`src/rtl/counter_seq_ctrl.sv`:
```
// Sequencing controller for a WIDTH-bit up/down counter: config handshake, run/pause/abort,
// terminal-count and one-shot completion pulses, and a fixed-length observation window after each start.
module counter_seq_ctrl #(
  parameter int WIDTH      = 4,
  parameter int WIN_CYCLES = 10,
  parameter int WIN_W      = 8
) (
  input  logic             clk,
  input  logic             reset,
  input  logic             cfg_valid,
  output logic             cfg_ready,
  input  logic [WIDTH-1:0] cfg_limit,
  input  logic             cfg_dir,
  input  logic             cfg_oneshot,
  input  logic             start,
  input  logic             stop,
  input  logic             step_en,
  output logic [WIDTH-1:0] count,
  output logic             busy,
  output logic             tc,
  output logic             done,
  output logic             win_en
);

  typedef enum logic [1:0] {
    S_IDLE  = 2'd0,
    S_RUN   = 2'd1,
    S_PAUSE = 2'd2,
    S_DONE  = 2'd3
  } state_t;

  localparam logic [WIN_W-1:0] WIN_LAST = WIN_W'(WIN_CYCLES - 1);

  state_t             state_q, state_d;
  logic [WIDTH-1:0]   count_q, count_d;
  logic [WIDTH-1:0]   limit_q, limit_d;
  logic               dir_q, dir_d;
  logic               oneshot_q, oneshot_d;
  logic               tc_q, tc_d;
  logic               done_q, done_d;
  logic               win_en_q, win_en_d;
  logic [WIN_W-1:0]   win_cnt_q, win_cnt_d;
  logic               busy_q, busy_d;
  logic               cfg_ready_q, cfg_ready_d;

  logic               cfg_hs;
  logic [WIDTH-1:0]   load_limit;
  logic               load_dir;
  logic [WIDTH-1:0]   load_val;
  logic [WIDTH-1:0]   term_val;
  logic [WIDTH-1:0]   start_val;
  logic               win_start;

  // A config accepted in the same cycle as start must already drive the load value.
  always_comb begin
    cfg_hs     = cfg_valid && (state_q == S_IDLE);
    load_limit = cfg_hs ? cfg_limit : limit_q;
    load_dir   = cfg_hs ? cfg_dir : dir_q;
    load_val   = load_dir ? load_limit : '0;
    term_val   = dir_q ? '0 : limit_q;
    start_val  = dir_q ? limit_q : '0;
  end

  always_comb begin
    state_d   = state_q;
    count_d   = count_q;
    limit_d   = limit_q;
    dir_d     = dir_q;
    oneshot_d = oneshot_q;
    tc_d      = 1'b0;
    done_d    = 1'b0;
    win_start = 1'b0;

    unique case (state_q)
      S_IDLE: begin
        if (cfg_hs) begin
          limit_d   = cfg_limit;
          dir_d     = cfg_dir;
          oneshot_d = cfg_oneshot;
        end
        if (start && !stop) begin
          state_d   = S_RUN;
          count_d   = load_val;
          win_start = 1'b1;
        end
      end
      S_RUN: begin
        if (stop) begin
          state_d = S_PAUSE;
        end else if (step_en) begin
          if (count_q == term_val) begin
            tc_d = 1'b1;
            if (oneshot_q) begin
              done_d  = 1'b1;
              state_d = S_DONE;
            end else begin
              count_d = start_val;
            end
          end else if (dir_q) begin
            count_d = count_q - WIDTH'(1);
          end else begin
            count_d = count_q + WIDTH'(1);
          end
        end
      end
      S_PAUSE: begin
        if (stop) begin
          state_d = S_IDLE;
        end else if (start) begin
          state_d = S_RUN;
        end
      end
      S_DONE: begin
        state_d = S_IDLE;
      end
      default: begin
        state_d = S_IDLE;
      end
    endcase
  end

  // Window runs for WIN_CYCLES clocks from a start out of IDLE; any return to IDLE cuts it short.
  always_comb begin
    win_en_d  = win_en_q;
    win_cnt_d = win_cnt_q;
    if (win_start) begin
      win_en_d  = 1'b1;
      win_cnt_d = '0;
    end else if (win_en_q) begin
      if ((state_d == S_IDLE) || (win_cnt_q == WIN_LAST)) begin
        win_en_d  = 1'b0;
        win_cnt_d = '0;
      end else begin
        win_cnt_d = win_cnt_q + WIN_W'(1);
      end
    end
  end

  always_comb begin
    busy_d      = (state_d == S_RUN) || (state_d == S_PAUSE);
    cfg_ready_d = (state_d == S_IDLE);
  end

  always_ff @(posedge clk) begin
    if (reset) begin
      state_q     <= S_IDLE;
      count_q     <= '0;
      limit_q     <= '0;
      dir_q       <= 1'b0;
      oneshot_q   <= 1'b0;
      tc_q        <= 1'b0;
      done_q      <= 1'b0;
      win_en_q    <= 1'b0;
      win_cnt_q   <= '0;
      busy_q      <= 1'b0;
      cfg_ready_q <= 1'b1;
    end else begin
      state_q     <= state_d;
      count_q     <= count_d;
      limit_q     <= limit_d;
      dir_q       <= dir_d;
      oneshot_q   <= oneshot_d;
      tc_q        <= tc_d;
      done_q      <= done_d;
      win_en_q    <= win_en_d;
      win_cnt_q   <= win_cnt_d;
      busy_q      <= busy_d;
      cfg_ready_q <= cfg_ready_d;
    end
  end

  assign count     = count_q;
  assign busy      = busy_q;
  assign tc        = tc_q;
  assign done      = done_q;
  assign win_en    = win_en_q;
  assign cfg_ready = cfg_ready_q;

endmodule

```
`config.mk`:
```
export PLATFORM = sky130hd
export DESIGN_NAME = counter_seq_ctrl
export DESIGN_NICKNAME = d
export VERILOG_FILES = /design/src/rtl/counter_seq_ctrl.sv
export SDC_FILE = /design/constraint.sdc
export NUM_CORES = 1
export LEC_CHECK = 0
export BUFFER_PORTS_ARGS = -buffer_cell sky130_fd_sc_hd__buf_2
export CAP_MARGIN = 20
export CORE_AREA = 8 8 74 76
export DETAILED_ROUTE_END_ITERATION = 12
export DIE_AREA = 0 0 82 84
export SLEW_MARGIN = 20
export SYNTH_ARGS = -nofsm -noshare
export SYNTH_HDL_FRONTEND = slang
export SYNTH_SLANG_ARGS = --single-unit
```
`constraint.sdc`:
```
create_clock -name clk -period 2.4 [get_ports clk]
set_clock_uncertainty 0.1 [all_clocks]
set_input_delay 0.24 -clock clk [delete_from_list [all_inputs] [get_ports clk]]
set_output_delay 0.24 -clock clk [all_outputs]
set_load 0.1 [all_outputs]
```
# [Word level (Yosys, flattened, before mapping)]
# Cells that the tools add are included.
[word_totals] register_bits=25 input_bits=12 out_inout_bits=9 wordCells=69
[classes] addsub=3 n_eq_ne=11 muxes=28 bitwise=3 reduce_logical=13
[op_table] cell="$mux W4" count=10
[op_table] cell="$mux W2" count=7
[op_table] cell="$add A8 B1 Y8 const B" count=1
[op_table] cell="$eq A8 B4 Y1 const B" count=1
[op_table] cell="$mux W1" count=8
[op_table] cell="$mux W8" count=1
[op_table] cell="$pmux W2 S4" count=1
[op_table] cell="$pmux W4 S2" count=1
[op_table] cell="$eq A2 B2 Y1 const B" count=3
[op_table] cell="$reduce_and A5 Y1" count=1
[op_table] cell="$reduce_or A5 Y1" count=1
[op_table] cell="$add A4 B1 Y4 const B" count=1
[op_table] cell="$eq A2 B1 Y1 const B" count=2
[op_table] cell="$eq A4 B4 Y1" count=1
[op_table] cell="$logic_not A2 Y1" count=2
[op_table] cell="$ne A2 B2 Y1 const B" count=2
[op_table] cell="$reduce_or A4 Y1" count=1
[op_table] cell="$sub A4 B1 Y4 const B" count=1
[op_table] cell="$ne A3 B3 Y1 const B" count=1
[op_table] cell="$not A1 Y1" count=3
[op_table] cell="$logic_and A1 B1 Y1" count=2
[op_table] cell="$logic_or A1 B1 Y1" count=2
[op_table] cell="$ne A2 B1 Y1 const B" count=1
[op_table] cell="$reduce_and A2 Y1" count=1
[op_table] cell="other kinds (3)" count=3

# [Logic depth before layout (Yosys ltp)]
# Gate-level depths: netlist of the first run.
[depth] ltp_word=11 depth_mapped=12 ltp_nobuf=10

# [Worst setup path before layout of the first run]
# OpenSTA, ideal clock, no wires.
[synth_timing] path_type="reg-to-reg" start="register count_q[0], in the netlist count[0]" end="register win_cnt_q[7]" setup_time_ps=124 t_arrival_ps=3080 required_ps=2176 path_slack_ps=-904 path_stages_with_launch=11 path_buffers=1 period_less_slack_ps=3304 path_cell_list="dfxtp_1 nor2_1 o311ai_4 nor2_1 a221oi_1 ha_1 nand3b_1 clkbuf_1 o21ai_0 a21oi_1 nor2_1"
[synth_via] elab_chain_cells=8
[synth_rtl] element="from (decl)" line="35" text="logic [WIDTH-1:0] count_q, count_d;"
[synth_rtl] element="from (signal assigned)" line="159" text="count_q <= count_d;"
[synth_rtl] element="$eq A4 B4 Y1" line="91" text="if (count_q == term_val) begin"
[synth_rtl] element="$mux W2" line="91"
[synth_rtl] element="$mux W2" line="90" text="end else if (step_en) begin"
[synth_rtl] element="$mux W2" line="88" text="if (stop) begin"
[synth_rtl] element="$pmux W2 S4" line="74" text="unique case (state_q)"
[synth_rtl] element="$logic_not A2 Y1"
[synth_rtl] element="net cfg_ready_d" line="44" text="logic cfg_ready_q, cfg_ready_d;"
[synth_rtl] element="$logic_or A1 B1 Y1" line="130" text="if ((state_d == S_IDLE) || (win_cnt_q == WIN_LAST)) begin"
[synth_rtl] element="$mux W8" line="130"
[synth_rtl] element="to (signal assigned)" line="166" text="win_cnt_q <= win_cnt_d;"
[synth_rtl] element="to (decl)" line="42" text="logic [WIN_W-1:0] win_cnt_q, win_cnt_d;"
# The timed path passes the listed nets, and every way through them passes these cells.
# A chain may end at the register's enable or synchronous reset.

# [Worst setup path after layout of the first run]
[layout_timing] start="register limit_q[2]" end="register win_cnt_q[6]"
[layout_via] elab_chain_cells=9
[layout_rtl] element="from (decl)" line="36" text="logic [WIDTH-1:0] limit_q, limit_d;"
[layout_rtl] element="from (signal assigned)" line="160" text="limit_q <= limit_d;"
[layout_rtl] element="$mux W4" line="60" text="term_val = dir_q ? '0 : limit_q;"
[layout_rtl] element="$eq A4 B4 Y1" line="91"
[layout_rtl] element="$mux W2" line="91"
[layout_rtl] element="$mux W2" line="90"
[layout_rtl] element="$mux W2" line="88"
[layout_rtl] element="$pmux W2 S4" line="74"
[layout_rtl] element="$logic_not A2 Y1"
[layout_rtl] element="net cfg_ready_d" line="44"
[layout_rtl] element="$logic_or A1 B1 Y1" line="130"
[layout_rtl] element="$mux W8" line="130"
# The timed path passes the listed nets, and every way through them passes these cells.

==> qor.yml, run 1 <==
status: "complete, no violations"
setup.worst_path.end_class: "flop"
met1_usage: 0.1318
postRouteWirelength_mm: 3.440
wl_per_cell_um: 13.76
total_power_uw: 1009
reg2reg_depth: 11
initial_utilization: 0.3395
cts_tree: "built"
drive_above_1_share: 0.3636
use_met3: 0.02586
synthArstFlopShare: 0
syn-instance-count: 162
netlist_area_um2: 1448
fmax_mhz: 433.7
antenna_found_initial: 0
relSlewSlack: 0.6694
grt_start_max_net_pins: 19
crit_path_top_delay_cell: "dfxtp_2"
design_area_um2: 1851
worst_ep_required_time_ns: 2.46
p_int_uw: 667.9
drc_errors: 0
final.period_utilization: 0.9608
worst_slack_ns: 0.09415
cts_sinks: 25
cts_root_buf: "clkbuf_8"
crit_fanout: 5
start_kind: "flop"
power.density_nw_per_um2: 545.1
cts_max_level: 1
synth_nets: 180
grt_pass1_wl_mm: 5.733
clk_latency_ns: 0.27
cap_violations: 0
r2r-end: "win_cnt_q[6]"
diodes: 0
cpPeakStageDelay_ns: 0.36
slew_viol_final: 0
path_buf_inv: 1
synth_area_per_cell_um2: 8.936
clock_path_buffers: 2
arrival_ns: 2.36
yosysWarnings: 0
min_period_ns: 2.306
rsz0062_at_grt: "true"
pwr-share-clk: 0.257
critPathTopFamily: "compound AO/OA/AOI/OAI gates"
worstPathCellList: "nor2b_4 > nor4_4 > o311ai_4 > nor2_2 > a221oi_2 > ha_2 > nand3b_1 > buf_4 > nor3b_2 > a21oi_1 > nor2_1"
synth_edf_count: 0
yosysSeqAreaShare: 0.3457
p_leak_uw: 0.0007518
layout_common_cells: "nor2_1 (22), buf_2 (20), dfxtp_1 (17), buf_4 (17), a21oi_1 (11)"
fp.dieH_um: 84
viasPerCell: 5.000
antenna_left: 0
cp-startpoint: "limit_q[2]"
vias: 1250
clk_pin_slew_ns: 0.09
area_growth_pct: 27.83
dp_hpwl_mm: 2.622
top_usage_layer: "met2"
dr.pass1.iters: 4
ys_ff_latch: 25
peakVddDrop_mv: 0.2727
rows: 24
dp_slack_ns: -0.05556
drt_iter0_markers: 45
r2r-start: "limit_q[2]"
synth-main-ff-cell: "dfxtp_1"
critical_path_class: "reg -> reg"
cts_buffers: 3
track_usage: 0.1023
io_buffers: 20
r2r_slack_ns: 0.09
combPwrFrac: 0.292
swShare: 0.3379
gp_congestion: 0.7873
first_global_vias: 1223
die_area_um2: 6888
post-route-util: 0.4340
ys_types: 44
hp-class: "in -> reg"
setup_viol: 0
p_seq_frac: 0.451
cp-endpoint: "win_cnt_q[6]"
crit_cells: 11
met2_usage: 0.1588
final_nets: 217
io_pins: 21
die_x_um: 82
layout_commonest_cell: "nor2_1"
hold_viol_final: 0
placed_cell_area_um2: 1707
switchingPower_uw: 340.9
core-area_um2: 4264
worst_pin_slew_ns: 0.4994
grt_overflow: 0
## per-layer routing
| layer | wire length, µm | vias to the layer above | share of wire |
|---|---|---|---|
| li1 | - | 647 | - |
| met1 | 1686 | 583 | 0.49 |
| met2 | 1591 | 16 | 0.46 |
| met3 | 127 | 4 | 0.037 |
| met4 | 34 | 0 | 0.0099 |
| met5 | 0 | - | 0 |
## metrics by stage
stage	std cells	hold WS, ns	setup TNS [ns]
finish	250	0.1113	0
global route	250	0.1043	-0.2215
CTS	245	0.1042	0
detailed placement	239	0.3903	-0.1808
global placement	239	0.3801	-0.007121
floorplan	162	0.2185	-0.5001
## repair_timing
action | in CTS | in global routing
gates cloned | 1 | 0
resized for setup | 1 | 12
endpoints found under the setup margin | 8 | 8
endpoints found under the hold margin | 0 | 0
pin swaps | 0 | 6
hold buffers | 0 | 0
buffers inserted | 1 | 5
## registers in the layout (all words and copies together), names as in the netlist
signal,cells
oneshot_q,1
state_q,2
count,4
win_cnt_q,8
limit_q,4
busy,1
done,1
cfg_ready,1
tc,1
win_en,1
dir_q,1
## synthesized netlist by cell type, drive strengths merged (3+ instances only)
cell	n	area share
dfxtp	25	0.35
nor2	24	0.062
a21oi	11	0.038
inv	8	0.021
nor3b	8	0.041
nand2	7	0.018
o21ai	7	0.024
mux2i	6	0.041
a211oi	5	0.026
and3	5	0.022
clkbuf	5	0.013
ha	5	0.043
nand2b	5	0.022
nor2b	4	0.024
a21o	3	0.016
nor4	3	0.022
## power by group through the flow
stage | clock network [µW] | logic [µW] | registers (µW)
4_1_cts | 267 | 284 | 457
3_3_place_gp | 0 | 280 | 466
2_1_floorplan | 0 | 149 | 525
3_5_place_dp | 0 | 281 | 466
6_report | 259 | 295 | 455
5_1_grt | 287 | 318 | 458
## final cells by class
class	instances	area (µm²)
sequential	25	523.0
tap	52	65.06
clock buffer	3	41.29
multi-input combinational	123	945.9
inverter	8	30.03
timing repair buffer	38	239.0
fill	451	2414
clock inverter	1	6.256
## logic make-up (layout without fill, tap and decap cells)
kind of cell	Yosys count	in the layout	share of synthesized area
XOR/XNOR	3	3	0.03112
buffers and inverters	15	50	0.04408
flip-flops	25	25	0.3457
adder cells (fa/ha/maj)	6	6	0.05704
multiplexers	8	8	0.05704
AO/OA/AOI/OAI	38	38	0.2014
AND/OR/NAND/NOR	67	68	0.2636
## worst min path at each step
| stage | startpoint | end | depth (start not counted) |
|---|---|---|---|
| floorplan | stop | done | 1 |
| global route | stop | done | 2 |
| CTS | stop | done | 2 |
| global placement | cfg_oneshot | oneshot_q | 3 |
| finish | stop | done | 2 |
| detailed placement | cfg_dir | dir_q | 3 |
No activity file was read; power rests on OpenSTA's default activity.
==> run 2: changes to the inputs <==
Settings changed: CORE_AREA 8 8 74 76 to 8 8 63 65, DIE_AREA 0 0 82 84 to 0 0 71 73, PLACE_DENSITY set to 0.7, SLEW_MARGIN 20 to 25.
Clock period 2.4 ns to 2.85 ns, I/O delays scaled along.
==> qor.yml, run 2 (synthesis gave the netlist of run 1 again) <==
cts_buffers: 3  # unchanged
cp_common_cell: "nor2_1"
final.period_utilization: 0.8949  # was 0.9608
cts_tree: "built"  # unchanged
start_kind: "flop"  # unchanged
diodes: 0  # unchanged
io_pins: 21  # unchanged
fill_cells: 287  # was 451
relSlewSlack: 0.6754  # was 0.6694
fmax_mhz: 392.1  # was 433.7 MHz
grt_overflow: 0  # unchanged
vias: 1236  # was 1250
setup_viol: 0  # unchanged
finalSetupTns_ns: 0  # unchanged
clock_path_buffers: 2  # unchanged
wl_met1_mm: 1.505  # was 1.686 mm
drive_above_1_share: 0.2554  # was 0.3636
hp-class: "in -> reg"  # unchanged
worst_ep_required_time_ns: 2.99  # was 2.46 ns
worst_pin_slew_ns: 0.4902  # was 0.4994 ns
reg2reg_depth: 11  # unchanged
drc_errors: 0  # unchanged
final_nets: 203  # was 217
top_register: "win_cnt_q"  # unchanged
clk_pin_slew_ns: 0.15  # was 0.09 ns
min_period_ns: 2.550  # was 2.306 ns
cap_violations: 0  # unchanged
placed_cell_area_um2: 1593  # was 1707 µm²
multi_input_area_um2: 883.3  # was 945.9 µm²
gp_congestion: 0.8535  # was 0.7873
seq_area_um2: 508.0  # was 523.0 µm²
slew_viol_final: 0  # unchanged
grt_pass1_wl_mm: 5.444  # was 5.733 mm
postRouteWirelength_mm: 3.152  # was 3.440 mm
viasPerCell: 5.696  # was 5.000
hold_viol_final: 0  # unchanged
stdcell_count: 217  # was 250
area_growth_pct: 12.53  # was 27.83%
crit_fanout: 14  # was 5
die_x_um: 71  # was 82 µm
track_usage: 0.1287  # was 0.1023
core-area_um2: 2953  # was 4264 µm²
cpPeakStageDelay_ns: 0.60  # was 0.36 ns
design_area_um2: 1629  # was 1851 µm²
power.density_nw_per_um2: 473.3  # was 545.1 nW/µm²
first_global_vias: 1258  # was 1223
cp-endpoint: "win_cnt_q[7]"  # was win_cnt_q[6]
r2r_slack_ns: 0.30  # was 0.09 ns
grt_start_max_net_pins: 19  # unchanged
drt_iter0_markers: 57  # was 45
critical_path_class: "reg -> reg"  # unchanged
antenna_found_initial: 0  # unchanged
io_buffers: 20  # unchanged
clk_latency_ns: 0.33  # was 0.27 ns
rows: 20  # was 24
layout_common_cells: "nor2_1 (24), dfxtp_1 (21), buf_2 (20)"  # was nor2_1 (22), buf_2 (20), dfxtp_1 (17), buf_4 (17), a21oi_1 (11)
cts_root_buf: "clkbuf_4"  # was clkbuf_8
dr.pass1.iters: 5  # was 4
cts_sinks: 25  # unchanged
cts_resized: 0  # was 1
layout_commonest_cell: "nor2_1"  # unchanged
crit_path_top_delay_cell: "dfxtp_1"  # was dfxtp_2
cp-startpoint: "dir_q"  # was limit_q[2]
largest_reg_flops: 8  # unchanged
fp.dieH_um: 73  # was 84 µm
arrival_ns: 2.69  # was 2.36 ns
dr_wl_met3_um: 140  # was 127 µm
dp.cells: 212  # was 239
r2r-start: "dir_q"  # was limit_q[2]
antenna_left: 0  # unchanged
cts_max_level: 1  # unchanged
post-route-util: 0.5517  # was 0.4340
initial_utilization: 0.4903  # was 0.3395
worstPathCellList: "and2b_4 > xnor2_4 > o311ai_4 > nor2_1 > a221oi_1 > ha_1 > nand3b_1 > buf_4 > o21ai_0 > a21oi_1 > nor2_1"  # was nor2b_4 > nor4_4 > o311ai_4 > nor2_2 > a221oi_2 > ha_2 > nand3b_1 > buf_4 > nor3b_2 > a21oi_1 > nor2_1
wl_met2_mm: 1.455  # was 1.591 mm
setup.worst_path.end_class: "flop"  # unchanged
r2r-end: "win_cnt_q[7]"  # was win_cnt_q[6]
hold_start: "stop"  # unchanged
worst_slack_ns: 0.2996  # was 0.09415 ns
wl_per_cell_um: 14.53  # was 13.76 µm
dp_slack_ns: 0.1742  # was -0.05556 ns
highest_layer: "met4"  # unchanged
die_area_um2: 5183  # was 6888 µm²
peakVddDrop_mv: 0.2794  # was 0.2727 mV
dp_hpwl_mm: 2.427  # was 2.622 mm
p_leak_uw: 0.0006694  # was 0.0007518 µW
status: "complete, no violations"  # unchanged
rsz0062_at_grt: "false"  # was true
run 2: cell count changes in the layout (fill, tap and decap cells not counted), sizes merged:
| cell | before | now |
|---|---|---|
| buf | 38 | 25 |
| nand3b | 2 | 1 |
run 2: layer usage:
metal	vias to the layer above	GRT usage
li1	618	-
met1	586	0.1494
met2	27	0.2225
met3	5	0.02747
met4	0	0.05543
met5	-	0
run 2: metrics by stage:
step | power [µW] | hold slack [ns]
after floorplan | 561.6 | 0.2635
after global placement | 605.2 | 0.3972
after detailed placement | 609.7 | 0.4046
after CTS | 777.6 | 0.07567
after global routing | 809.1 | 0.1002
final | 771.0 | 0.09016
run 2: worst min-delay path by stage:
stage / endpoint / depth (start not counted)
2_1_floorplan: done / 1
3_3_place_gp: count[2] / 2
3_5_place_dp: count[2] / 2
4_1_cts: done / 2
5_1_grt: done / 2
6_report: done / 2
run 2: layout make-up:
type,count,share of cell area
Multi-Input combinational cell,122,0.5422
Sequential cell,25,0.3118
Timing Repair Buffer,25,0.08449
Tap cell,33,0.02535
Inverter,8,0.01843
Clock buffer,3,0.01382
Clock inverter,1,0.003840
run 2: power breakdown:
part           internal (µW)  switching (µW)
logic                   79.5             136
registers                365            22.1
clock network           54.8             114
run 2: worst max-delay path: cells and delay by family (launching register included):
family,cells,cell delay (ns)
AOI/OAI and AO/OA,4,0.69
xor gates and xnor gates,1,0.13
adders and majority gates,1,0.24
buffers and inverters,1,0.19
DFF,1,0.60
and+or+nand+nor,4,0.53
run 2: timing repair:
| item | CTS | global route |
|---|---|---|
| setup endpoints to repair | 0 | 7 |
| hold buffers | 0 | 0 |
| setup buffers | 0 | 1 |
